**config.mk**
```make
export PLATFORM = sky130hd
export DESIGN_NAME = rv_test_monitor_flat
export DESIGN_NICKNAME = d
export VERILOG_FILES = /design/src/rtl/rv_test_monitor_pkg.sv /design/src/rtl/rv_test_monitor_if.sv /design/src/rtl/rv_test_monitor_decoder.sv /design/src/rtl/rv_test_monitor.sv /design/src/flat_wrapper.sv
export SDC_FILE = /design/constraint.sdc
export NUM_CORES = 1
export LEC_CHECK = 0
export CAP_MARGIN = 20
export CORE_ASPECT_RATIO = 1.1
export CORE_UTILIZATION = 42
export DETAILED_ROUTE_END_ITERATION = 10
export GPL_TIMING_DRIVEN = 0
export PLACE_DENSITY = 0.77
export SYNTH_ARGS = -nofsm -noshare
export SYNTH_HDL_FRONTEND = slang
export SYNTH_SLANG_ARGS = --single-unit
export TNS_END_PERCENT = 1
```
**constraint.sdc**
```tcl
create_clock -name clk -period 3.8 [get_ports clk]
set_clock_uncertainty 0.1 [all_clocks]
set_input_delay 0.76 -clock clk [delete_from_list [all_inputs] [get_ports clk]]
set_output_delay 0.76 -clock clk [all_outputs]
set_load 0.05 [all_outputs]
```
**src/rtl/rv_test_monitor_pkg.sv**
```systemverilog
// Shared definitions for the tohost self-check monitor: FSM states, tohost
// encoding and the hart-index width helper.
package rv_test_monitor_pkg;

  typedef enum logic [2:0] {
    ST_IDLE    = 3'd0,
    ST_RESET   = 3'd1,
    ST_RUN     = 3'd2,
    ST_PASS    = 3'd3,
    ST_FAIL    = 3'd4,
    ST_TIMEOUT = 3'd5
  } state_t;

  localparam int unsigned PASS_CODE = 1;
  localparam int unsigned FAIL_BIT  = 0;

  function automatic int unsigned idx_width(input int unsigned n);
    return (n > 1) ? $clog2(n) : 1;
  endfunction

endpackage

```
**src/rtl/rv_test_monitor_if.sv**
```systemverilog
// Per-hart store port bundle; hart i occupies bits [i*XLEN +: XLEN].
interface rv_test_monitor_if #(
  parameter int unsigned XLEN      = 32,
  parameter int unsigned NUM_HARTS = 1
);
  logic [NUM_HARTS-1:0]      st_valid;
  logic [NUM_HARTS*XLEN-1:0] st_addr;
  logic [NUM_HARTS*XLEN-1:0] st_data;

  modport master (output st_valid, st_addr, st_data);
  modport slave  (input  st_valid, st_addr, st_data);
endinterface

```
**src/rtl/rv_test_monitor_decoder.sv**
```systemverilog
// Combinational decode of one hart's store into tohost pass/fail events.
module rv_tohost_decoder
  import rv_test_monitor_pkg::*;
#(
  parameter int unsigned      XLEN        = 32,
  parameter logic [XLEN-1:0]  TOHOST_ADDR = 'h1000
) (
  input  logic            st_valid,
  input  logic [XLEN-1:0] st_addr,
  input  logic [XLEN-1:0] st_data,
  output logic            is_pass,
  output logic            is_fail,
  output logic [XLEN-1:0] code
);

  logic hit;
  logic is_pass_val;

  always_comb begin
    hit         = st_valid && (st_addr == TOHOST_ADDR);
    is_pass_val = (st_data == XLEN'(PASS_CODE));
    // Even values are syscall-proxy traffic and deliberately not decoded.
    is_pass     = hit && is_pass_val;
    is_fail     = hit && st_data[FAIL_BIT] && !is_pass_val;
    code        = st_data >> 1;
  end

endmodule

```
**src/rtl/rv_test_monitor.sv**
```systemverilog
// Core reset sequencer and tohost verdict monitor: FSM, reset/cycle counters,
// per-hart passed flags and lowest-index fail selection.
module rv_test_monitor
  import rv_test_monitor_pkg::*;
#(
  parameter int unsigned     XLEN           = 32,
  parameter int unsigned     NUM_HARTS      = 1,
  parameter int unsigned     RST_CYCLES     = 4,
  parameter int unsigned     TIMEOUT_CYCLES = 100000,
  parameter logic [XLEN-1:0] TOHOST_ADDR    = 32'h0000_1000,
  parameter int unsigned     CNT_WIDTH      = 32
) (
  input  logic                              clk,
  input  logic                              cpurst,
  input  logic                              start,
  output logic [NUM_HARTS-1:0]              core_rst,
  rv_test_monitor_if.slave                  st,
  output logic                              done,
  output logic                              pass,
  output logic                              timeout,
  output logic [XLEN-1:0]                   fail_code,
  output logic [idx_width(NUM_HARTS)-1:0]   fail_hart,
  output logic [CNT_WIDTH-1:0]              cycle_count
);

  localparam int unsigned          HW       = idx_width(NUM_HARTS);
  localparam int unsigned          RW       = $clog2(RST_CYCLES + 1);
  localparam logic [RW-1:0]        RST_LAST = RW'(RST_CYCLES);
  localparam logic [CNT_WIDTH-1:0] CNT_LAST = CNT_WIDTH'(TIMEOUT_CYCLES - 1);

  state_t               state;
  logic [RW-1:0]        rst_cnt;
  logic [NUM_HARTS-1:0] passed;

  logic [NUM_HARTS-1:0] hit_pass;
  logic [NUM_HARTS-1:0] hit_fail;
  logic [XLEN-1:0]      codes [NUM_HARTS];

  for (genvar g = 0; g < NUM_HARTS; g++) begin : g_dec
    rv_tohost_decoder #(
      .XLEN        (XLEN),
      .TOHOST_ADDR (TOHOST_ADDR)
    ) u_dec (
      .st_valid (st.st_valid[g]),
      .st_addr  (st.st_addr[g*XLEN +: XLEN]),
      .st_data  (st.st_data[g*XLEN +: XLEN]),
      .is_pass  (hit_pass[g]),
      .is_fail  (hit_fail[g]),
      .code     (codes[g])
    );
  end

  logic [NUM_HARTS-1:0] passed_nxt;
  logic                 all_passed;
  logic                 any_fail;
  logic                 found;
  logic [HW-1:0]        fail_idx;
  logic [XLEN-1:0]      fail_val;

  always_comb begin
    passed_nxt = passed | hit_pass;
    all_passed = &passed_nxt;
    any_fail   = |hit_fail;
    found      = 1'b0;
    fail_idx   = '0;
    fail_val   = '0;
    for (int unsigned i = 0; i < NUM_HARTS; i++) begin
      if (hit_fail[i] && !found) begin
        found    = 1'b1;
        fail_idx = HW'(i);
        fail_val = codes[i];
      end
    end
  end

  always_ff @(posedge clk) begin
    if (cpurst) begin
      state       <= ST_IDLE;
      rst_cnt     <= '0;
      core_rst    <= '1;
      done        <= 1'b0;
      pass        <= 1'b0;
      timeout     <= 1'b0;
      fail_code   <= '0;
      fail_hart   <= '0;
      cycle_count <= '0;
      passed      <= '0;
    end else begin
      case (state)
        // rst_cnt runs 0..RST_CYCLES so core_rst drops one edge after the
        // last held cycle, giving RST_CYCLES full edges of reset after start.
        ST_RESET: begin
          core_rst <= '1;
          if (rst_cnt == RST_LAST) begin
            state    <= ST_RUN;
            core_rst <= '0;
          end else begin
            rst_cnt <= rst_cnt + RW'(1);
          end
        end
        ST_RUN: begin
          cycle_count <= cycle_count + CNT_WIDTH'(1);
          passed      <= passed_nxt;
          if (any_fail) begin
            state     <= ST_FAIL;
            done      <= 1'b1;
            fail_code <= fail_val;
            fail_hart <= fail_idx;
            core_rst  <= '1;
          end else if (all_passed) begin
            state    <= ST_PASS;
            done     <= 1'b1;
            pass     <= 1'b1;
            core_rst <= '1;
          end else if (cycle_count == CNT_LAST) begin
            state    <= ST_TIMEOUT;
            done     <= 1'b1;
            timeout  <= 1'b1;
            core_rst <= '1;
          end
        end
        default: begin
          core_rst <= '1;
          if (start) begin
            state       <= ST_RESET;
            rst_cnt     <= '0;
            done        <= 1'b0;
            pass        <= 1'b0;
            timeout     <= 1'b0;
            fail_code   <= '0;
            fail_hart   <= '0;
            cycle_count <= '0;
            passed      <= '0;
          end
        end
      endcase
    end
  end

endmodule

```
**src/flat_wrapper.sv**
```systemverilog
// flat-port wrapper written by rule: the top's interface ports become plain ports
module rv_test_monitor_flat import rv_test_monitor_pkg::*;
#(
  parameter int unsigned     XLEN           = 32,
  parameter int unsigned     NUM_HARTS      = 1,
  parameter int unsigned     RST_CYCLES     = 4,
  parameter int unsigned     TIMEOUT_CYCLES = 100000,
  parameter logic [XLEN-1:0] TOHOST_ADDR    = 32'h0000_1000,
  parameter int unsigned     CNT_WIDTH      = 32
)
  (clk, cpurst, start, core_rst, done, pass, timeout, fail_code, fail_hart, cycle_count, st_st_valid, st_st_addr, st_st_data);
  rv_test_monitor_if #(.XLEN(XLEN), .NUM_HARTS(NUM_HARTS)) st_i ();
  input  logic clk;
  input  logic cpurst;
  input  logic start;
  output logic [NUM_HARTS-1:0] core_rst;
  output logic done;
  output logic pass;
  output logic timeout;
  output logic [XLEN-1:0] fail_code;
  output logic [idx_width(NUM_HARTS)-1:0] fail_hart;
  output logic [CNT_WIDTH-1:0] cycle_count;
  input wire logic [$bits(st_i.st_valid)-1:0] st_st_valid;
  input wire logic [$bits(st_i.st_addr)-1:0] st_st_addr;
  input wire logic [$bits(st_i.st_data)-1:0] st_st_data;
  assign st_i.st_valid = st_st_valid;
  assign st_i.st_addr = st_st_addr;
  assign st_i.st_data = st_st_data;
  rv_test_monitor #(.XLEN(XLEN), .NUM_HARTS(NUM_HARTS), .RST_CYCLES(RST_CYCLES), .TIMEOUT_CYCLES(TIMEOUT_CYCLES), .TOHOST_ADDR(TOHOST_ADDR), .CNT_WIDTH(CNT_WIDTH)) u_core (.clk(clk), .cpurst(cpurst), .start(start), .core_rst(core_rst), .st(st_i), .done(done), .pass(pass), .timeout(timeout), .fail_code(fail_code), .fail_hart(fail_hart), .cycle_count(cycle_count));
endmodule
```
# Word level (Yosys, flattened, before mapping)
# Index checks and enable logic that the tools add are counted.
op_classes:
  n_reduce_logical: 15
  n_mux: 29
  addsub: 2
  eq_ne: 14
  bitwise_logic: 3
op_table:
  columns: ["cell", "count"]
  rows:
  - ["$pmux 32 s2", 2]
  - ["$mux 32", 2]
  - ["$add 32x1->32 const B", 1]
  - ["$eq 32x1->1 const B", 1]
  - ["$eq 32x13->1 const B", 1]
  - ["$eq 32x17->1 const B", 1]
  - ["$mux 3", 7]
  - ["$pmux 1 s2", 6]
  - ["$pmux 3 s2", 2]
  - ["$reduce_and 3->1", 4]
  - ["$mux 1", 10]
  - ["$ne 2x1->1 const B", 4]
  - ["$ne 2x2->1 const B", 3]
  - ["$reduce_and 5->1", 1]
  - ["$logic_and 1x1->1", 4]
  - ["$ne 4x1->1 const B", 1]
  - ["$reduce_and 4->1", 1]
  - ["$reduce_bool 2->1", 2]
  - ["$add 3x1->3 const B", 1]
  - ["$eq 3x1->1 const B", 1]
  - ["$eq 3x2->1 const B", 1]
  - ["$eq 3x3->1 const B", 1]
  - ["$reduce_bool 3->1", 1]
  - ["$not 1->1", 2]
  - ["3 further kinds", 3]
word_totals:
  output_inout_bits: 69
  ff_bits: 76

# Logic depth before layout (Yosys ltp)
# Gate-level depths: netlist of the first run.
logic_depth:
  word_depth: 7
  ltp_mapped: 8

# Hierarchy
# Synthesis of the first run repeated with hierarchy kept, for this count alone.
unflattened:
  cells_unflattened: 438
  area_unflattened_um2: 3692.3
by_module_without_submodules:
  columns: ["mod", "area_each_um2", "cells_each", "seq_area_each_um2", "n_inst"]
  rows:
  - ["rv_test_monitor", 3275.6, 380, 1501.4, 1]
  - ["rv_tohost_decoder", 416.6, 58, 0.0, 1]

# Least setup slack after synthesis of the first run
# Ideal clock, no wire load.
synth_timing:
  path_kind: "register to register"
  from: "register u_core.cycle_count[0]"
  to: "register u_core.cycle_count[30]"
  required_ns: 3.586
  stages_incl_launch_ff: 7
  slack_ns: 1.419
  t_arrival_ns: 2.167
  path_cell_list: "dfxtp_1 ha_1 nand3_1 a2111oi_4 nor3b_2 nor3b_1 a21o_1"
synth_via:
  elab_chain_cells: 2
synth_rtl:
  columns: ["item", "line", "source"]
  rows:
  - ["start, declared", "rv_test_monitor.sv:23", "output logic [CNT_WIDTH-1:0] cycle_count"]
  - ["start signal, assigned", "rv_test_monitor.sv:102", "cycle_count <= cycle_count + CNT_WIDTH'(1);"]
  - ["$add 32x1->32", "rv_test_monitor.sv:102", null]
  - ["$pmux 32 s2", "rv_test_monitor.sv:89", "case (state)"]
# Every way passes these cells.
# A chain may end at the register's enable or synchronous reset.

# Final worst setup path of the first run
layout_timing:
  from: "input port st_st_data[11]"
  to: "register u_core.fail_code[23]"
layout_via:
  elab_chain_cells: 5
layout_rtl:
  columns: ["item", "line", "source"]
  rows:
  - ["start, declared", "flat_wrapper.sv:25", "input wire logic [$bits(st_i.st_data)-1:0] st_st_data;"]
  - ["$eq 32x1->1", "rv_test_monitor_decoder.sv:21", "is_pass_val = (st_data == XLEN'(PASS_CODE));"]
  - ["$logic_not 1->1", "rv_test_monitor_decoder.sv:24", "is_fail = hit && st_data[FAIL_BIT] && !is_pass_val;"]
  - ["$logic_and 1x1->1", "rv_test_monitor_decoder.sv:24", null]
  - ["$ne 2x1->1 (no source line)", null, null]
  - ["$reduce_and 3->1 (no source line)", null, null]
  - ["end signal, assigned", "rv_test_monitor.sv:107", "fail_code <= fail_val;"]
  - ["end, declared", "rv_test_monitor.sv:21", "output logic [XLEN-1:0] fail_code,"]
# Every way passes these cells.

==> impl_metrics.py, run 1 <==
metrics = {
    "pwr": {
        "p_total_mw": 2.00,
        "seq_power_share_pct": 40.7,
        "p_switching_uw": 563,
        "swShare_pct": 28.1,
        "irDropWorstVdd_uv": 217,
        "p_leak_nw": 1.71,
        "clockPowerShare_pct": 40.0,
        "powerDensity_nw_per_um2": 380,
        "pwr-share-comb_pct": 19.2,
        "p_int_mw": 1.44,
    },
    "yosys": {
        "yosysUniqueCellTypes": 48,
        "ys_seq_elements": 74,
        "ys_async_sr_fraction_pct": 0,
        "avgSynthCellArea_um2": 8.41,
        "synth_edf_count": 0,
        "syn_inst": 419,
        "ys.flop_type": "dfxtp_1",
        "syn_area_um2": 3520,
        "ys_warn_count": 0,
        "yosysSeqAreaShare_pct": 42.1,
    },
    "final_layout": {
        "stdcell_count": 678,
        "area_growth_pct": 49.6,
        "multi_input_area_um2": 1870,
        "fin_util_pct": 65.9,
        "postLayoutCellArea_um2": 5270,
        "regArea_um2": 1480,
        "layout_commonest_cell": "clkdlybuf4s50_1",
        "diodes": 0,
        "final_cell_mix": "134 x clkdlybuf4s50_1, 74 x dfxtp_1, 43 x nor2_1",
        "final_nets": 636,
        "layout-drive-gt1-share_pct": 7.72,
        "nFillCells": 713,
    },
    "clock_tree": {
        "post_cts_buffers": 0,
        "clk_path_buf_depth": 2,
        "clockRootBuffer": "clkbuf_8",
        "cts_made_buffers": 9,
        "clk_latency_ns": 0.35,
        "cts_tree": "yes",
        "clk_transition_reported_paths_ns": 0.08,
        "ctsHoldBuffers": 0,
        "cts_resized": 0,
        "cts_num_sinks": 74,
        "h-tree-depth": 3,
    },
    "sta": {
        "rsz0062_at_grt": "false",
        "fin_hold_ws_ns": 0.376,
        "clock.fmax_mhz": 334,
        "finalHoldViolCount": 0,
        "fin_setup_tns_ns": 0,
        "layout_min_cycle_time_ns": 2.99,
        "max_slew_margin_pct": 60.8,
        "finalSetupViolations": 0,
        "slew_violations": 0,
        "layout_worst_path_cycle_share_pct": 78.7,
        "setup_ws_ns": 0.810,
        "tightest_slew_ns": 0.588,
    },
    "route": {
        "drc": 0,
        "via_per_inst": 5.44,
        "dr.pass1.iters": 4,
        "wl_per_cell_um": 15.5,
        "vias": 3690,
        "wl_mm": 10.5,
        "postRouteAntennaNets": 0,
        "drt-initial-drc-count": 166,
    },
    "die": {
        "dieArea_um2": 8760,
        "initial_core_util_pct": 44.0,
        "ios": 137,
        "die_w_um": 89.3,
        "die_h_um": 98.0,
        "num_rows": 34,
        "coreArea_um2": 8000,
    },
    "flow_run": {
        "maxCapViolations": 0,
    },
    "global_routing": {
        "track_usage_pct": 24.4,
        "grt_pass1_wl_mm": 16.5,
        "grt_start_max_net_pins": 14,
        "overflow": 0,
        "grt_pass1_vias": 3516,
        "antenna_found_initial": 0,
    },
    "placement": {
        "port_buffers": 134,
        "gp_congestion": 0.847,
        "dpl_worst_slack_ns": 0.476,
        "postPlaceCellArea_um2": 5000,
        "dp.cells": 662,
        "hpwl_mm": 7.90,
    },
    "status": {
        "outcome": "finished, final reports clean",
    },
    "hold_path": {
        "hold_class": "register to register",
    },
    "critical_path": {
        "cp.arrival_ns": 3.17,
        "cp.required_ns": 3.98,
        "path_class": "primary input to register",
        "crit_fanout": 10,
        "cp-end-kind": "register",
        "cp-start-kind": "primary input",
    },
}
## synthesized netlist by cell type (2+ instances only)
master / count / area, µm²
o21ai_0: 34 / 170
a41o_1: 2 / 20.0
and2_1: 4 / 25.0
dfxtp_1: 74 / 1480
nor4_2: 9 / 113
buf_2: 6 / 30.0
nor4b_1: 2 / 17.5
xor2_1: 10 / 87.6
or3_1: 4 / 25.0
xnor2_1: 18 / 158
nor3_1: 5 / 25.0
ha_1: 3 / 37.5
a311oi_1: 3 / 26.3
nor4_1: 22 / 138
buf_4: 2 / 15.0
a21o_1: 3 / 22.5
a2111oi_4: 2 / 55.1
nand3_1: 41 / 205
nand2b_1: 2 / 12.5
inv_1: 14 / 52.6
nor2b_1: 3 / 18.8
o21ai_1: 5 / 25.0
a22oi_1: 2 / 15.0
nand4_1: 11 / 68.8
nand2_1: 17 / 63.8
nor2_1: 43 / 161
a21oi_1: 36 / 180
and3_1: 3 / 18.8
clkbuf_1: 20 / 75.1
## layout make-up
type | instances | share of cell area [%]
Clock buffer | 9 | 2.35
Inverter | 14 | 0.998
Clock inverter | 7 | 2.68
Tap cell | 108 | 2.57
Multi-Input combinational cell | 304 | 35.5
Buffer | 28 | 2.28
Timing Repair Buffer | 134 | 25.5
Sequential cell | 74 | 28.1
## power groups by stage
stage               clock, mW  sequential, mW  combinational, mW
floorplan                   0           0.855              0.197
CTS                     0.812           0.815              0.383
global route            0.851           0.820              0.424
detailed placement          0           0.834              0.380
global placement            0           0.832              0.373
finish                  0.801           0.816              0.385
## sequential cells by signal, indices dropped and copies added (netlist names)
signal / flops
u_core.fail_code: 31
u_core.core_rst: 1
u_core.pass: 1
u_core.timeout: 1
u_core.state: 3
u_core.cycle_count: 32
u_core.done: 1
u_core.rst_cnt: 3
u_core.passed: 1
## routing by layer
layer	track usage, %	share of wire [%]
met4	11.1	2.7
met5	0	0
met1	30.5	42
met2	41.1	49
met3	3.30	6.3
## cells by family (layout without fill, tap and decap cells)
logic type | count (synthesis) | count (layout) | synth area share (%)
muxes | 1 | 1 | 0.284
xor gates and xnor gates | 28 | 28 | 6.96
DFF | 74 | 74 | 42.1
and+or+nand+nor | 174 | 174 | 27.7
adders and majority gates | 3 | 3 | 1.07
other | 1 | 2 | 0.106
AOI/OAI and AO/OA | 96 | 96 | 16.9
buffers and inverters | 42 | 192 | 4.90
## path summary, 6_finish.rpt
kind                               from                endpoint  slack, ns  depth (start not counted)
setup / recovery         st_st_data[11]    u_core.fail_code[23]       0.81                          8
hold reg to reg     u_core.fail_code[3]     u_core.fail_code[3]       0.38                          2
hold / removal      u_core.fail_code[3]     u_core.fail_code[3]       0.38                          2
setup reg to reg  u_core.cycle_count[0]  u_core.cycle_count[30]       1.37                          6
## critical path, cell delays in order
cell and delay [ns]:
clkdlybuf4s50_1 0.44, nor4_1 0.41, nand4_1 0.19, or3_1 0.36, a21boi_1 0.33, clkbuf_1 0.38, o21ai_0 0.16, a21oi_1 0.15
No activity file was read; power rests on OpenSTA's default activity.
==> run 2: changes to the inputs <==
clock period = 2.95 ns   (was 3.8 ns; I/O delays follow)
==> impl_metrics.py, run 2 (synthesis gave the netlist of run 1 again) <==
metrics = {
    "pwr": {
        "pwr-share-comb_pct": 19.2,
        "p_switching_uw": 726,
        "clockPowerShare_pct": 40.0,
        "p_leak_nw": 1.72,
        "p_int_mw": 1.85,
        "powerDensity_nw_per_um2": 489,
        "irDropWorstVdd_uv": 280,
        "swShare_pct": 28.1,
        "seq_power_share_pct": 40.7,
    },
    "final_layout": {
        "regArea_um2": 1480,
        "fin_util_pct": 66.0,
        "diodes": 0,
        "multi_input_area_um2": 1880,
        "postLayoutCellArea_um2": 5280,
        "largest_reg_flops": 32,
        "layout-drive-gt1-share_pct": 7.72,
        "top_register": "u_core.cycle_count",
        "nFillCells": 713,
        "final_cell_mix": "134 x clkdlybuf4s50_1, 74 x dfxtp_1, 43 x nor2_1",
        "area_growth_pct": 49.8,
        "stdcell_count": 678,
        "layout_commonest_cell": "clkdlybuf4s50_1",
        "final_nets": 636,
        "largestRegisters": "u_core.cycle_count: 32 flops, u_core.fail_code: 31 flops",
    },
    "clock_tree": {
        "cts_resized": 0,
        "cts_tree": "yes",
        "clk_latency_ns": 0.35,
        "clk_path_buf_depth": 2,
        "post_cts_buffers": 0,
        "clockRootBuffer": "clkbuf_8",
        "cts_made_buffers": 9,
        "cts_num_sinks": 74,
        "ctsHoldBuffers": 0,
        "clk_transition_reported_paths_ns": 0.08,
        "h-tree-depth": 3,
    },
    "hold_path": {
        "hold_class": "register to register",
    },
    "flow_run": {
        "maxCapViolations": 0,
    },
    "global_routing": {
        "grt_pass1_wl_mm": 16.5,
        "track_usage_pct": 24.4,
        "overflow": 0,
        "grt_start_max_net_pins": 14,
        "grt_pass1_vias": 3516,
        "antenna_found_initial": 0,
    },
    "critical_path": {
        "crit_fanout": 10,
        "worst_path_max_delay_cell": "clkdlybuf4s50_1",
        "cp_slowest_stage_delay_ns": 0.44,
        "cp-end-kind": "register",
        "cp.required_ns": 3.13,
        "path_class": "primary input to register",
        "cp.arrival_ns": 3.00,
        "critPathTopFamily": "simple AND/OR/NAND/NOR gates",
        "path_cells": "clkdlybuf4s50_1 -> nor4_1 -> nand4_1 -> or3_1 -> a21boi_1 -> clkbuf_1 -> o21ai_0 -> a21oi_1",
        "cp-start-kind": "primary input",
        "critPathBufInv": 2,
    },
    "placement": {
        "gp_congestion": 0.847,
        "port_buffers": 134,
        "dp.cells": 662,
        "postPlaceCellArea_um2": 5000,
        "hpwl_mm": 7.90,
    },
    "route": {
        "postRouteAntennaNets": 0,
        "dr.pass1.iters": 4,
        "wl_per_cell_um": 15.5,
        "drc": 0,
        "via_per_inst": 5.44,
        "vias": 3689,
        "drt-initial-drc-count": 166,
        "wl_mm": 10.5,
    },
    "die": {
        "ios": 137,
        "dieArea_um2": 8760,
        "die_w_um": 89.3,
        "initial_core_util_pct": 44.0,
        "die_h_um": 98.0,
        "num_rows": 34,
        "coreArea_um2": 8000,
    },
    "sta": {
        "tightest_slew_ns": 0.588,
        "layout_min_cycle_time_ns": 2.82,
        "slew_violations": 0,
        "max_slew_margin_pct": 60.8,
        "layout_worst_path_cycle_share_pct": 95.6,
        "finalHoldViolCount": 0,
        "finalSetupViolations": 0,
        "rsz0062_at_grt": "false",
        "clock.fmax_mhz": 354,
    },
    "status": {
        "outcome": "finished, final reports clean",
    },
}
==> run 2: cell count changes in the layout (fill, tap and decap cells not counted) <==
cell / change
nor4_2: -1
nor4_4: +1
==> run 2: routing by layer <==
metal  vias to the layer above  track usage, %  wire, µm
li1                       1803               -         -
met1                      1729            30.5      4390
met2                       137            41.1      5150
met3                        20            3.30       662
met4                         0            11.1       280
met5                         -               0         0
==> run 2: final timing paths <==
path                                            start                endpoint  slack, ns  depth (start not counted)
worst max register to register  u_core.cycle_count[0]  u_core.cycle_count[30]       0.52                          6
worst min register to register    u_core.fail_code[3]     u_core.fail_code[3]       0.38                          2
worst max-delay path                   st_st_data[11]    u_core.fail_code[23]       0.13                          8
worst min-delay path              u_core.fail_code[3]     u_core.fail_code[3]       0.38                          2
==> run 2: worst reg2reg max path: cells and delay by family, from the launching register on <==
kind	cells	cell delay, ns
adders and majority gates	1	0.26
and+or+nand+nor	3	0.70
DFF	1	0.43
AOI/OAI and AO/OA	2	0.85
==> run 2: cell type report <==
cell class / instances / area share, %
Multi-Input combinational cell: 304 / 35.6
Sequential cell: 74 / 28.1
Timing Repair Buffer: 134 / 25.4
Clock inverter: 7 / 2.68
Tap cell: 108 / 2.56
Clock buffer: 9 / 2.35
Buffer: 28 / 2.28
Inverter: 14 / 0.996
==> run 2: power by group through the flow <==
stage               Sequential (mW)  Combinational [mW]  Clock (mW)
finish                         1.05               0.497        1.03
global route                   1.06               0.546        1.10
CTS                            1.05               0.493        1.05
detailed placement             1.07               0.489           0
global placement               1.07               0.480           0
floorplan                      1.10               0.253           0
==> run 2: stage by stage <==
stage	power [mW]	TNS [ns]	hold slack (ns)	setup WS, ns
4_1_cts	2.59	0	0.376	0.174
3_5_place_dp	1.56	-3.65	0.365	-0.204
3_3_place_gp	1.55	-1.55	0.357	-0.0772
6_report	2.58	0	0.376	0.129
5_1_grt	2.70	0	0.399	0.0107
2_1_floorplan	1.35	0	0.372	0.569
==> run 3: changes to the inputs <==
SLEW_MARGIN = 20   (was not set)
==> results of run 3 <==
Final layout, timing and power as in run 2 (identical DEF).
